==> src/rtl/fg_multimode_wavegen_if.sv <==
// ---------------------------------------------------------------------------
// fg_multimode_wavegen_if
//   Bundles the timebase, configuration and sample signals of the
//   multimode waveform generator. Clock and reset stay plain module ports.
//
//   master modport : driver side (timebase source / register block)
//   slave modport  : the generator itself
//
//   Signals
//     strb_data_valid_i  timebase tick
//     counterValue_i     current timebase count
//     cfg_load_i         one-cycle pulse capturing the cfg inputs
//     mode_i .. offset_i configuration values
//     out_o              registered sample
//     strb_data_valid_o  strobe delayed by one clock
//     period_start_o     sample came from counterValue_i == 0
//     cfg_pending_o      captured cfg waiting for the next period start
// ---------------------------------------------------------------------------
interface fg_multimode_wavegen_if #(
    parameter int COUNTER_BITWIDTH  = 32,
    parameter int WAVEFORM_BITWIDTH = 16
);
    logic                         strb_data_valid_i;
    logic [COUNTER_BITWIDTH-1:0]  counterValue_i;
    logic                         cfg_load_i;
    logic [1:0]                   mode_i;
    logic [COUNTER_BITWIDTH-1:0]  counter_i;
    logic [COUNTER_BITWIDTH-1:0]  ON_counter_i;
    logic [WAVEFORM_BITWIDTH-1:0] k_rise_i;
    logic [WAVEFORM_BITWIDTH-1:0] k_fall_i;
    logic [WAVEFORM_BITWIDTH-1:0] amplitude_i;
    logic [WAVEFORM_BITWIDTH-1:0] offset_i;
    logic [WAVEFORM_BITWIDTH-1:0] out_o;
    logic                         strb_data_valid_o;
    logic                         period_start_o;
    logic                         cfg_pending_o;

    modport master (
        output strb_data_valid_i, counterValue_i, cfg_load_i, mode_i,
               counter_i, ON_counter_i, k_rise_i, k_fall_i, amplitude_i,
               offset_i,
        input  out_o, strb_data_valid_o, period_start_o, cfg_pending_o
    );

    modport slave (
        input  strb_data_valid_i, counterValue_i, cfg_load_i, mode_i,
               counter_i, ON_counter_i, k_rise_i, k_fall_i, amplitude_i,
               offset_i,
        output out_o, strb_data_valid_o, period_start_o, cfg_pending_o
    );
endinterface

==> src/rtl/fg_multimode_wavegen.sv <==
// ---------------------------------------------------------------------------
// fg_multimode_wavegen
//   Produces one unsigned sample per timebase strobe in TRAPEZOID, SQUARE,
//   SAWTOOTH or DC mode, adds a saturating DC offset and registers the
//   result. Configuration is double-buffered: cfg_load_i captures into a
//   pending set which becomes active only on a strobe with count == 0.
//
//   Ports
//     clk_i   rising-edge clock
//     rstn_i  asynchronous active-low reset
//     bus     fg_multimode_wavegen_if.slave (timebase, cfg, sample outputs);
//             its widths must match COUNTER_BITWIDTH / WAVEFORM_BITWIDTH
// ---------------------------------------------------------------------------
module fg_multimode_wavegen #(
    parameter int COUNTER_BITWIDTH  = 32,
    parameter int WAVEFORM_BITWIDTH = 16
) (
    input  logic                   clk_i,
    input  logic                   rstn_i,
    fg_multimode_wavegen_if.slave  bus
);
    localparam int CW = COUNTER_BITWIDTH;
    localparam int WW = WAVEFORM_BITWIDTH;

    typedef enum logic [1:0] {
        MODE_TRAPEZOID = 2'd0,
        MODE_SQUARE    = 2'd1,
        MODE_SAWTOOTH  = 2'd2,
        MODE_DC        = 2'd3
    } mode_e;

    typedef enum logic [1:0] {
        S_IDLE = 2'd0,
        S_RISE = 2'd1,
        S_ON   = 2'd2,
        S_FALL = 2'd3
    } state_e;

    typedef struct packed {
        mode_e          mode;
        logic [CW-1:0]  counter;
        logic [CW-1:0]  on_counter;
        logic [WW-1:0]  k_rise;
        logic [WW-1:0]  k_fall;
        logic [WW-1:0]  amp;
        logic [WW-1:0]  offset;
    } cfg_t;

    cfg_t           active_q, pending_q, pending_d, cfg;
    logic           pending_flag_q;
    state_e         state_q, state_d, cur_state;
    logic [WW-1:0]  val_q, val_d, cur_val;
    logic [WW-1:0]  out_q, out_d;
    logic           strb_q, period_start_q;

    logic           period_start, apply, mode_change;
    logic [CW-1:0]  cnt;
    logic [WW:0]    rise_sum, out_sum;
    logic [WW-1:0]  rise_val, fall_val, saw_start;

    assign cnt = bus.counterValue_i;

    always_comb begin
        pending_d = '{
            mode:       mode_e'(bus.mode_i),
            counter:    bus.counter_i,
            on_counter: bus.ON_counter_i,
            k_rise:     bus.k_rise_i,
            k_fall:     bus.k_fall_i,
            amp:        bus.amplitude_i,
            offset:     bus.offset_i
        };
    end

    // A load in the same clock as a period start wins: the fresh values are
    // captured and the apply waits for the next period start.
    assign period_start = bus.strb_data_valid_i && (cnt == '0);
    assign apply        = period_start && pending_flag_q && !bus.cfg_load_i;
    assign cfg          = apply ? pending_q : active_q;
    assign mode_change  = apply && (pending_q.mode != active_q.mode);

    // A mode change restarts the waveform from its entry point with val = 0.
    assign cur_state = mode_change ? S_IDLE : state_q;
    assign cur_val   = mode_change ? '0 : val_q;

    // Rising step clamps at amp and on carry-out; falling step clamps at 0.
    assign rise_sum  = {1'b0, cur_val} + {1'b0, cfg.k_rise};
    assign rise_val  = (rise_sum[WW] || (rise_sum[WW-1:0] > cfg.amp))
                       ? cfg.amp : rise_sum[WW-1:0];
    assign fall_val  = (cfg.k_fall > cur_val) ? '0 : (cur_val - cfg.k_fall);
    assign saw_start = (cfg.k_rise > cfg.amp) ? cfg.amp : cfg.k_rise;

    // NOTE: every variable written in this block gets a default first so no
    // path leaves it unassigned, which would otherwise infer a latch.
    always_comb begin
        state_d = cur_state;
        val_d   = cur_val;
        unique case (cfg.mode)
            MODE_TRAPEZOID: begin
                unique case (cur_state)
                    S_IDLE: if (cnt == '0) state_d = S_RISE;
                    S_RISE: begin
                        if (cnt == cfg.on_counter)   state_d = S_FALL;
                        else if (cur_val == cfg.amp) state_d = S_ON;
                        else if (cnt == cfg.counter) state_d = S_IDLE;
                    end
                    S_ON: begin
                        if (cnt == '0)                  state_d = S_RISE;
                        else if (cnt == cfg.on_counter) state_d = S_FALL;
                    end
                    S_FALL: begin
                        if (cnt == '0)          state_d = S_RISE;
                        else if (cur_val == '0) state_d = S_IDLE;
                    end
                endcase
                unique case (state_d)
                    S_IDLE: val_d = '0;
                    S_RISE: val_d = rise_val;
                    S_ON:   val_d = cfg.amp;
                    S_FALL: val_d = fall_val;
                endcase
            end
            MODE_SQUARE: begin
                if (cnt < cfg.on_counter) begin
                    state_d = S_ON;
                    val_d   = cfg.amp;
                end else begin
                    state_d = S_IDLE;
                    val_d   = '0;
                end
            end
            MODE_SAWTOOTH: begin
                if (cnt == '0) begin
                    state_d = S_RISE;
                    val_d   = saw_start;
                end else if (cur_state == S_RISE) begin
                    val_d   = rise_val;
                end else begin
                    state_d = S_IDLE;
                    val_d   = '0;
                end
            end
            MODE_DC: begin
                state_d = S_ON;
                val_d   = cfg.amp;
            end
        endcase
    end

    assign out_sum = {1'b0, val_d} + {1'b0, cfg.offset};
    assign out_d   = out_sum[WW] ? '1 : out_sum[WW-1:0];

    // NOTE: sequential state uses non-blocking assignments so every register
    // samples the pre-edge values regardless of statement order.
    always_ff @(posedge clk_i or negedge rstn_i) begin
        if (!rstn_i) begin
            state_q        <= S_IDLE;
            val_q          <= '0;
            out_q          <= '0;
            strb_q         <= 1'b0;
            period_start_q <= 1'b0;
            pending_flag_q <= 1'b0;
            active_q       <= '0;
            pending_q      <= '0;
        end else begin
            strb_q         <= bus.strb_data_valid_i;
            period_start_q <= period_start;

            if (bus.cfg_load_i) begin
                pending_q      <= pending_d;
                pending_flag_q <= 1'b1;
            end else if (apply) begin
                pending_flag_q <= 1'b0;
            end

            if (apply) active_q <= pending_q;

            if (bus.strb_data_valid_i) begin
                state_q <= state_d;
                val_q   <= val_d;
                out_q   <= out_d;
            end
        end
    end

    assign bus.out_o             = out_q;
    assign bus.strb_data_valid_o = strb_q;
    assign bus.period_start_o    = period_start_q;
    assign bus.cfg_pending_o     = pending_flag_q;

endmodule

==> src/flat_wrapper.sv <==
// flat-port wrapper written by rule: the top's interface ports become plain ports
module fg_multimode_wavegen_flat 
#(
    parameter int COUNTER_BITWIDTH  = 32,
    parameter int WAVEFORM_BITWIDTH = 16
)
  (clk_i, rstn_i, bus_strb_data_valid_i, bus_counterValue_i, bus_cfg_load_i, bus_mode_i, bus_counter_i, bus_ON_counter_i, bus_k_rise_i, bus_k_fall_i, bus_amplitude_i, bus_offset_i, bus_out_o, bus_strb_data_valid_o, bus_period_start_o, bus_cfg_pending_o);
  fg_multimode_wavegen_if #(.COUNTER_BITWIDTH(COUNTER_BITWIDTH), .WAVEFORM_BITWIDTH(WAVEFORM_BITWIDTH)) bus_i ();
  input  logic clk_i;
  input  logic rstn_i;
  input wire logic [$bits(bus_i.strb_data_valid_i)-1:0] bus_strb_data_valid_i;
  input wire logic [$bits(bus_i.counterValue_i)-1:0] bus_counterValue_i;
  input wire logic [$bits(bus_i.cfg_load_i)-1:0] bus_cfg_load_i;
  input wire logic [$bits(bus_i.mode_i)-1:0] bus_mode_i;
  input wire logic [$bits(bus_i.counter_i)-1:0] bus_counter_i;
  input wire logic [$bits(bus_i.ON_counter_i)-1:0] bus_ON_counter_i;
  input wire logic [$bits(bus_i.k_rise_i)-1:0] bus_k_rise_i;
  input wire logic [$bits(bus_i.k_fall_i)-1:0] bus_k_fall_i;
  input wire logic [$bits(bus_i.amplitude_i)-1:0] bus_amplitude_i;
  input wire logic [$bits(bus_i.offset_i)-1:0] bus_offset_i;
  output wire logic [$bits(bus_i.out_o)-1:0] bus_out_o;
  output wire logic [$bits(bus_i.strb_data_valid_o)-1:0] bus_strb_data_valid_o;
  output wire logic [$bits(bus_i.period_start_o)-1:0] bus_period_start_o;
  output wire logic [$bits(bus_i.cfg_pending_o)-1:0] bus_cfg_pending_o;
  assign bus_i.strb_data_valid_i = bus_strb_data_valid_i;
  assign bus_i.counterValue_i = bus_counterValue_i;
  assign bus_i.cfg_load_i = bus_cfg_load_i;
  assign bus_i.mode_i = bus_mode_i;
  assign bus_i.counter_i = bus_counter_i;
  assign bus_i.ON_counter_i = bus_ON_counter_i;
  assign bus_i.k_rise_i = bus_k_rise_i;
  assign bus_i.k_fall_i = bus_k_fall_i;
  assign bus_i.amplitude_i = bus_amplitude_i;
  assign bus_i.offset_i = bus_offset_i;
  assign bus_out_o = bus_i.out_o;
  assign bus_strb_data_valid_o = bus_i.strb_data_valid_o;
  assign bus_period_start_o = bus_i.period_start_o;
  assign bus_cfg_pending_o = bus_i.cfg_pending_o;
  fg_multimode_wavegen #(.COUNTER_BITWIDTH(COUNTER_BITWIDTH), .WAVEFORM_BITWIDTH(WAVEFORM_BITWIDTH)) u_core (.clk_i(clk_i), .rstn_i(rstn_i), .bus(bus_i));
endmodule
==> config.mk <==
export PLATFORM = sky130hd
export DESIGN_NAME = fg_multimode_wavegen_flat
export DESIGN_NICKNAME = d
export VERILOG_FILES = /design/src/rtl/fg_multimode_wavegen_if.sv /design/src/rtl/fg_multimode_wavegen.sv /design/src/flat_wrapper.sv
export SDC_FILE = /design/constraint.sdc
export NUM_CORES = 1
export LEC_CHECK = 0
export CORE_UTILIZATION = 58
export CTS_CLUSTER_DIAMETER = 40
export DETAILED_ROUTE_END_ITERATION = 10
export PLACE_DENSITY = 0.81
export SETUP_SLACK_MARGIN = 0.3
export SYNTH_ARGS = -nofsm -noshare
export SYNTH_HDL_FRONTEND = slang
export SYNTH_SLANG_ARGS = --single-unit
==> constraint.sdc <==
create_clock -name clk_i -period 9.9 [get_ports clk_i]
set_input_delay 0.99 -clock clk_i [delete_from_list [all_inputs] [get_ports clk_i]]
set_output_delay 0.99 -clock clk_i [all_outputs]
set_load 0.03 [all_outputs]
# Yosys cells after proc, flatten, opt, wreduce, memory -nomap -nowiden
# Index checks and enable logic that the tools add are counted.
# word_totals
in_bits,166
regBits,297
output_inout_bits,19
# op_classes
n_mux,28
n_lt_le_gt_ge,4
n_reduce_logical,12
addsub,3
n_eq_ne,13
# ops
op,count
130-bit 2-to-1 mux,1
16-bit 2-to-1 mux,8
16-bit one-hot mux with 4 select lines,2
32-bit == test,2
16-bit > comparator,3
16-bit by 16-bit adder with 17-bit output,2
32-bit zero test,1
32-bit < comparator,1
2-bit 2-to-1 mux,13
16-bit == test,1
16-bit zero test,1
2-bit one-hot mux with 4 select lines,2
16-bit subtractor,1
2-bit == test (second input constant),6
2-bit by 1-bit == test with 1-bit output (second input constant),3
2-bit zero test,3
1-bit logical AND,4
1-bit 2-to-1 mux,2
2-bit inequality test,1
2-bit nonzero test,1
1-bit zero test,1
1-bit logical OR,1

# Longest topological paths before layout
# Gate-level depths: netlist of the first run.
# depth
ltp_word,16
depth_mapped,47

# Worst setup path after synthesis of the first run
# OpenSTA, ideal clock, no wires.
# synth_path
path_kind,input -> register
from,in bus_strb_data_valid_i
to,reg u_core.out_q[10] (netlist: u_core.bus.out_o[10])
arrival_time_ps,9386
setup_time_ps,121
path_slack_ps,393
t_required_ps,9779
stages,46
path_cell_list,buf_2 > nand3b_1 > buf_2 > nor3_2 > buf_2 > buf_1 > clkbuf_1 > mux2i_1 > inv_1 > ha_1 > clkbuf_1 > a21o_1 > a21o_1 > a21o_1 > a21o_1 > a21oi_1 > o31ai_1 > xor2_1 > [10 not listed] > mux2i_4 > buf_6 > a221oi_2 > o21ai_1 > ha_1 > fa_1 > a21o_1 > a21oi_1 > o21bai_1 > a21oi_1 > o21bai_1 > a211o_1 > a31oi_1 > nor2b_1 > o21ai_0 > nand3b_1 > clkbuf_1 > o22a_1
# synth_lines
element,line_no,text
start: declaration,flat_wrapper.sv:11,input wire logic [$bits(bus_i.strb_data_valid_i)-1:0] bus_strb_data_valid_i;
end signal: assignment,fg_multimode_wavegen.sv:181,out_q <= out_d;
end: declaration,fg_multimode_wavegen.sv:53,"logic [WW-1:0] out_q, out_d;"

==> metrics.md, run 1 <==
| Metric | Value |
|---|---|
| Routed length per placed instance | 24.73 µm |
| Crit path kind | in2reg |
| FP Rows | 64 |
| Total CTS buffers | 46 |
| Largest net degree at the start of global routing | 175 |
| Drt via density | 6.417 |
| FFs w/ async S/R, synth | 100.0% |
| CTS root buffer | clkbuf_16 |
| Seq/Total Area, Yosys | 41.24% |
| Distinct cells, synth | 93 |
| Reg-to-Reg Start | u_core.pending_q[129]$_DFFE_PN0P_ |
| Placeable Area | 30590 µm² |
| Share of the synthesized area in the top cell type | 41.24% |
| Total power | 3.281 mW |
| Launch point of the worst hold path | u_core.active_q[13]$_DFF_PN0_ |
| Synth Area in Compound Gates | 16.04% |
| Hold buffers post-CTS | 0 |
| Post-synthesis adder-cell area fraction | 7.735% |
| Critical path's slowest cell | clkdlybuf4s50_1 |
| Die Y | 178.3 µm |
| HPWL Detailed | 45350 µm |
| # placed instances | 2370 |
| Mapped Area | 18020 µm² |
| CTS clk-pin slew, worst paths | 0.05 ns |
| Least-Margin Pin Slew | 1.109 ns |
| Syn Nets | 2084 |
| Number of flops mapped to enable cells by yosys | 0 |
| First drt pass iteration count | 6 |
| Area Growth Syn to Fin | 23.14% |
| Vias | 15.81k |
| Worst setup margin | 0.7613 ns |
| Worst EP required | 10.30 ns |
| Max incr delay on CP | 0.52 ns |
| Final max-slew violation count | 0 |
| Initial antenna violation count | 1 |
| Final ANT Viol Nets | 0 |
| Die X | 178.3 µm |
| Placement Setup Slack | 0.01318 ns |
| Setup TNS | 0 ns |
| Crit path time final | 9.139 ns |
| Mapped Cells | 1808 |
| Layout net count | 2306 |
| Number of buffers inserted by port buffering | 184 |
| Final Setup Violations | 0 |
| Fin. Hold Viols | 0 |
| CP max FO | 5 |
| Total of max-cap violations | 0 |
| CTS H-Tree Depth | 2 |
| VDD IR max | 0.1465 mV |
| DRT Wirelength | 60910 µm |
| Clock Sinks | 297 |
| Layout cells sized above 1 | 16.55% |
| Arrival time at the worst endpoint | 9.54 ns |
| Placed cell area | 20470 µm² |
| Synth top area cells | dfrtp_1 41%, mux2_2 8.0%, ha_1 7.6% |
| DRC viols | 0 |
| Post-synthesis xor/xnor area fraction | 4.034% |
| I/O Pins | 185 |
| Nature of the critical path endpoint | flip-flop |
| Full die area | 31780 µm² |
| LEAKAGE | 10.90 nW |
| Number of global-route vias before repair | 15.73k |
| Overflow after GRT | 0 |
| Most common flop cell mapped by yosys | dfrtp_1 |
| Crit share post-route | 92.31% |
| Unrepaired setup endpoints after global routing | false |
| CTS tree | done |
| N_diodes | 0 |
| Crit path launch | bus_counterValue_i[7] |
| Largest family of logic cells by synthesized area | compound AO/OA/AOI/OAI gates |
| Overall Global Routing Usage | 38.92% |
| Power per cell area | 147.9 nW/µm² |
| Status | complete, no violations |
| Max transition margin | 25.59% |
| DR iter-0 viols | 1755 |
| Starting Density | 58.91% |
| Most common cell on crit path | buf_4 |
| First-pass GRT wire length | 92380 µm |
| Skew final | 0.02070 ns |
| Clk_lat worst skew | 0.56 ns |
| Cell accounting for the most synthesized area | dfrtp_1 |
| Synth warnings | 0 |
| Fin area | 22190 µm² |
| Gp weighted congestion | 1.042 |
| Clock tree buffer depth | 3 |
| Kind of start point of the critical path | input pin |
| Seq cells post-synth | 297 |
| Post-route non-filler standard cell count | 2463 |
| Simple-gate area share of the yosys netlist | 14.23% |
| Hold Path Class | reg2reg |
| Max Clk Rate | 109.4 MHz |
| Avg Cell Area, Syn | 9.967 µm² |
| Proportion of synthesized area in mux cells | 11.80% |
-- routing by layer --
metal  part of all wire (%)  routed length, µm  track usage (%)
met5                  0.021                 13                0
met2                     44              26680            59.00
met1                     43              25930            54.40
met3                    9.3               5687            7.651
met4                    4.3               2602            16.21
-- state kept, by name, indices dropped and copies added, names as in the netlist --
name                          flops
u_core.active_q                 130
u_core.pending_q                130
u_core.bus.out_o                 16
u_core.val_q                     16
u_core.state_q                    2
u_core.bus.cfg_pending_o          1
u_core.bus.period_start_o         1
u_core.bus.strb_data_valid_o      1
-- worst max-delay path, delay by kind of cell --
family / cells / cell delay (ns)
simple gates: 9 / 1.76
mux: 1 / 0.25
fa+ha+maj: 4 / 1.06
buf+inv: 7 / 1.44
compound gates: 20 / 3.72
xor+xnor: 1 / 0.32
-- layout make-up --
| cell class | instances | area (µm²) |
|---|---|---|
| clock inverters | 29 | 272.8 |
| flip-flops and latches | 297 | 7432 |
| clock buffers | 56 | 1282 |
| inverters | 122 | 457.9 |
| fillers | 2217 | 8399 |
| repair buffers | 260 | 2452 |
| multi-input cells | 1303 | 9797 |
| well taps | 396 | 495.5 |
-- cells in the mapped netlist, types with 30 or more instances --
cell	n
nor2_1	82
a21oi_1	62
ha_1	109
nor3_1	30
nand2_1	224
nand4_1	31
mux2i_1	64
inv_1	120
o21ai_0	60
xor2_1	46
xnor2_1	37
dfrtp_1	297
a21o_1	32
mux2_2	128
clkbuf_1	45
-- report_power, final --
group	internal, mW	switching, mW	leakage, nW
sequential	1.27	0.0528	3.81
combinational	0.165	0.167	6.33
clock	0.992	0.632	0.761
-- layout by cell type, fill, tap and decap left out, types with 11 or more instances in the layout --
cell / instances
dfrtp_1: 297
nand2_1: 223
clkdlybuf4s50_1: 177
mux2_2: 128
inv_1: 120
ha_1: 108
nor2_1: 81
buf_4: 73
mux2i_1: 62
a21oi_1: 62
o21ai_0: 59
clkbuf_16: 49
xor2_1: 44
xnor2_1: 35
a21o_1: 32
nand4_1: 31
nor3_1: 30
nor2b_1: 26
nand3_1: 24
nor4_1: 21
o21bai_1: 20
o21ai_1: 17
o22a_1: 15
o21a_1: 14
a31oi_1: 13
a222oi_1: 13
o31ai_1: 11
a221oi_1: 11
nand2b_1: 11
-- what timing repair did --
action	4_1_cts	5_1_grt
setup buffers	0	8
endpoints found under the setup margin	0	16
gates resized for setup	0	22
-- final timing paths --
check	endpoint	slack (ns)	depth (start not counted)
setup reg to reg	u_core.bus.out_o[15]$_DFFE_PN0P_	1.15	38
hold reg to reg	u_core.active_q[13]$_DFF_PN0_	0.48	2
hold / removal	u_core.active_q[13]$_DFF_PN0_	0.48	2
min in group asynchronous	u_core.active_q[78]$_DFF_PN0_	0.52	1
max in group asynchronous	u_core.val_q[15]$_DFFE_PN0P_	7.88	2
setup / recovery	u_core.bus.out_o[15]$_DFFE_PN0P_	0.76	42
-- logic make-up after synthesis --
| family | Yosys count |
|---|---|
| compound gates | 396 |
| mux | 194 |
| simple gates | 519 |
| fa+ha+maj | 111 |
| xor+xnor | 83 |
| buf+inv | 208 |
| flops | 297 |
-- metrics by stage --
stage	hold slack, ns	utilization, %
after floorplan	0.4442	-
after global placement	0.4632	66.93
after detailed placement	0.4683	66.93
after CTS	0.4825	72.01
after global routing	0.4967	72.54
final	0.4800	72.54
Power figures use the tool's default switching activity.
==> run 2: changes to the inputs <==
--- a/config.mk
+++ b/config.mk
@@ -10,2 +10,3 @@
 export DETAILED_ROUTE_END_ITERATION = 10
+export MAX_ROUTING_LAYER = met4
 export PLACE_DENSITY = 0.81
==> constraint.sdc (replaced) <==
create_clock -name clk_i -period 9.9 [get_ports clk_i]
set_input_delay 2.97 -clock clk_i [delete_from_list [all_inputs] [get_ports clk_i]]
set_output_delay 2.97 -clock clk_i [all_outputs]
set_load 0.03 [all_outputs]
==> run 2 against run 1 <==
- worst hold slack gained 0.0040 ns
- clock power grew 3%
- largest power group unchanged
- via count grew 15%
- sequential power is essentially flat
- critical path type unchanged
- final cell count grew 13%
- the flow now finishes with violations (DRC, setup timing)
- largest cell class unchanged
==> metrics.md, run 2 (synthesized netlist as in run 1, its figures left out) <==
| Metric | Value |
|---|---|
| Status | complete, but fails checks |
| Failing checks | DRC, setup timing |
| Arrival time at the worst endpoint | 10.93 ns |
| WHS Path Cells | 2 |
| Routed length per placed instance | 26.26 µm |
| Clk_lat worst skew | 0.59 ns |
| Crit path time final | 10.49 ns |
| Full die area | 31780 µm² |
| Number of global-route vias before repair | 18.75k |
| Fin area | 24820 µm² |
| Most common cell on crit path | buf_4 |
| VDD IR max | 0.1696 mV |
| Clock Sinks | 297 |
| Kind of start point of the critical path | input pin |
| CTS H-Tree Depth | 2 |
| Final ANT Viol Nets | 0 |
| Largest registers | u_core.active_q x130, u_core.pending_q x130 |
| Unrepaired setup endpoints after global routing | true |
| Max incr delay on CP | 0.39 ns |
| Power per cell area | 136.1 nW/µm² |
| Worst EP required | 10.34 ns |
| Die Y | 178.3 µm |
| Skew final | 0.04176 ns |
| Most frequent cells in the layout | 394 x buf_4, 297 x dfrtp_1, 221 x nand2_1, 149 x clkdlybuf4s50_1, 128 x mux2_2 |
| FP Rows | 64 |
| Worst R2R Path Depth | 39 |
| CP max FO | 8 |
| Worst setup margin | -0.5927 ns |
| Number of buffers inserted by port buffering | 184 |
| Area Growth Syn to Fin | 37.74% |
| Clock tree buffer depth | 3 |
| Largest net degree at the start of global routing | 177 |
| Overall Global Routing Usage | 47.78% |
| LEAKAGE | 12.52 nW |
| Core Util, Final | 81.14% |
| Fin. Hold Viols | 0 |
| Final Setup Violations | 16 |
| Die X | 178.3 µm |
| Least-Margin Pin Slew | 1.048 ns |
| First-pass GRT wire length | 109000 µm |
| Starting Density | 58.91% |
| CTS tree | done |
| Total of max-cap violations | 0 |
| CTS clk-pin slew, worst paths | 0.06 ns |
| DRC viols | 1 |
| DR iter-0 viols | 2112 |
| Crit share post-route | 106.0% |
| CTS root buffer | clkbuf_16 |
| Layout cells sized above 1 | 30.31% |
| Hold Path Class | reg2reg |
| Crit path kind | in2reg |
| Drt via density | 6.509 |
| Placed cell area | 22440 µm² |
| Layout net count | 2632 |
| Vias | 18.15k |
| Setup TNS | -8.860 ns |
| Max transition margin | 30.13% |
| Critical path's slowest cell | fa_2 |
| Total CTS buffers | 45 |
| I/O Pins | 185 |
| Nature of the critical path endpoint | flip-flop |
| Final max-slew violation count | 0 |
| Most common cell after layout, fill and taps aside | buf_4 |
| Placeable Area | 30590 µm² |
| Gp weighted congestion | 1.064 |
| DRT Wirelength | 73250 µm |
| Overflow after GRT | 0 |
| Max Clk Rate | 95.30 MHz |
| First drt pass iteration count | 11 |
| Initial antenna violation count | 1 |
| HPWL Detailed | 51240 µm |
run 2: cell types whose count changed in the layout (fill, tap and decap cells not counted), moves of 4 or more:
cell / before / now
a21oi_1: 62 / 53
a21oi_2: 0 / 9
buf_2: 1 / 20
buf_4: 73 / 394
buf_6: 2 / 14
bufinv_16: 2 / 6
clkbuf_16: 49 / 45
clkdlybuf4s50_1: 177 / 149
dlymetal6s2s_1: 4 / 0
nor4_2: 8 / 2
nor4_4: 2 / 9
o21ai_0: 59 / 55
run 2: cell type report:
class | instances | area [µm²]
antenna | 1 | 2.502
clock buffer | 50 | 1155
clock inverter | 33 | 425.4
fill | 1675 | 5768
inverter | 122 | 457.9
multi-input combinational | 1303 | 10010
sequential | 297 | 7432
tap | 396 | 495.5
timing repair buffer | 587 | 4843
run 2: worst paths after layout:
check	slack [ns]	start	to
max reg2reg	1.67	u_core.active_q[129]$_DFF_PN0_	u_core.bus.out_o[8]$_DFFE_PN0P_
max in group asynchronous	5.82	rstn_i	u_core.active_q[14]$_DFF_PN0_
min in group asynchronous	2.51	rstn_i	u_core.active_q[105]$_DFF_PN0_
min reg2reg	0.48	u_core.active_q[5]$_DFF_PN0_	u_core.active_q[5]$_DFF_PN0_
min	0.48	u_core.active_q[5]$_DFF_PN0_	u_core.active_q[5]$_DFF_PN0_
max	-0.59	bus_counterValue_i[26]	u_core.bus.out_o[8]$_DFFE_PN0P_
run 2: layer usage:
metal | GRT usage (%) | up-vias | routed length (µm)
met2 | 75.19 | 1335 | 33730
li1 | - | 7671 | -
met1 | 56.51 | 8777 | 26850
met5 | - | - | 0
met4 | 29.13 | 0 | 5129
met3 | 9.612 | 371 | 7547
run 2: metrics by stage:
| step | worst slack, ns | hold slack, ns | power [mW] | std cells |
|---|---|---|---|---|
| floorplan | -0.6534 | 0.4442 | 1.487 | 1808 |
| global placement | -1.237 | 0.4598 | 1.678 | 2621 |
| detailed placement | -1.520 | 0.4696 | 1.697 | 2621 |
| CTS | -0.1644 | 0.4833 | 3.363 | 2778 |
| global route | -0.7753 | 0.5113 | 3.450 | 2789 |
| finish | -0.5927 | 0.4840 | 3.378 | 2789 |
run 2: where the power goes:
group          leakage (nW)  total [mW]  internal [mW]  switching (mW)
Clock                 0.752        1.67           1.02           0.653
Sequential             3.81        1.33           1.27          0.0564
Combinational          7.96       0.374          0.181           0.194
Total                  12.5        3.38           2.47           0.903
run 2: what timing repair did:
item / CTS / global route
endpoints found under the setup margin: 16 / 16
pin swaps: 64 / 39
hold buffers: 0 / 0
buffers inserted: 72 / 10
resized for setup: 164 / 37
cloned: 2 / 0
run 2: critical path, delay by kind of cell:
family	cells	cell delay, ns
buf+inv	32	4.09
compound gates	11	2.07
simple gates	5	0.93
fa+ha+maj	2	0.60
mux	1	0.23
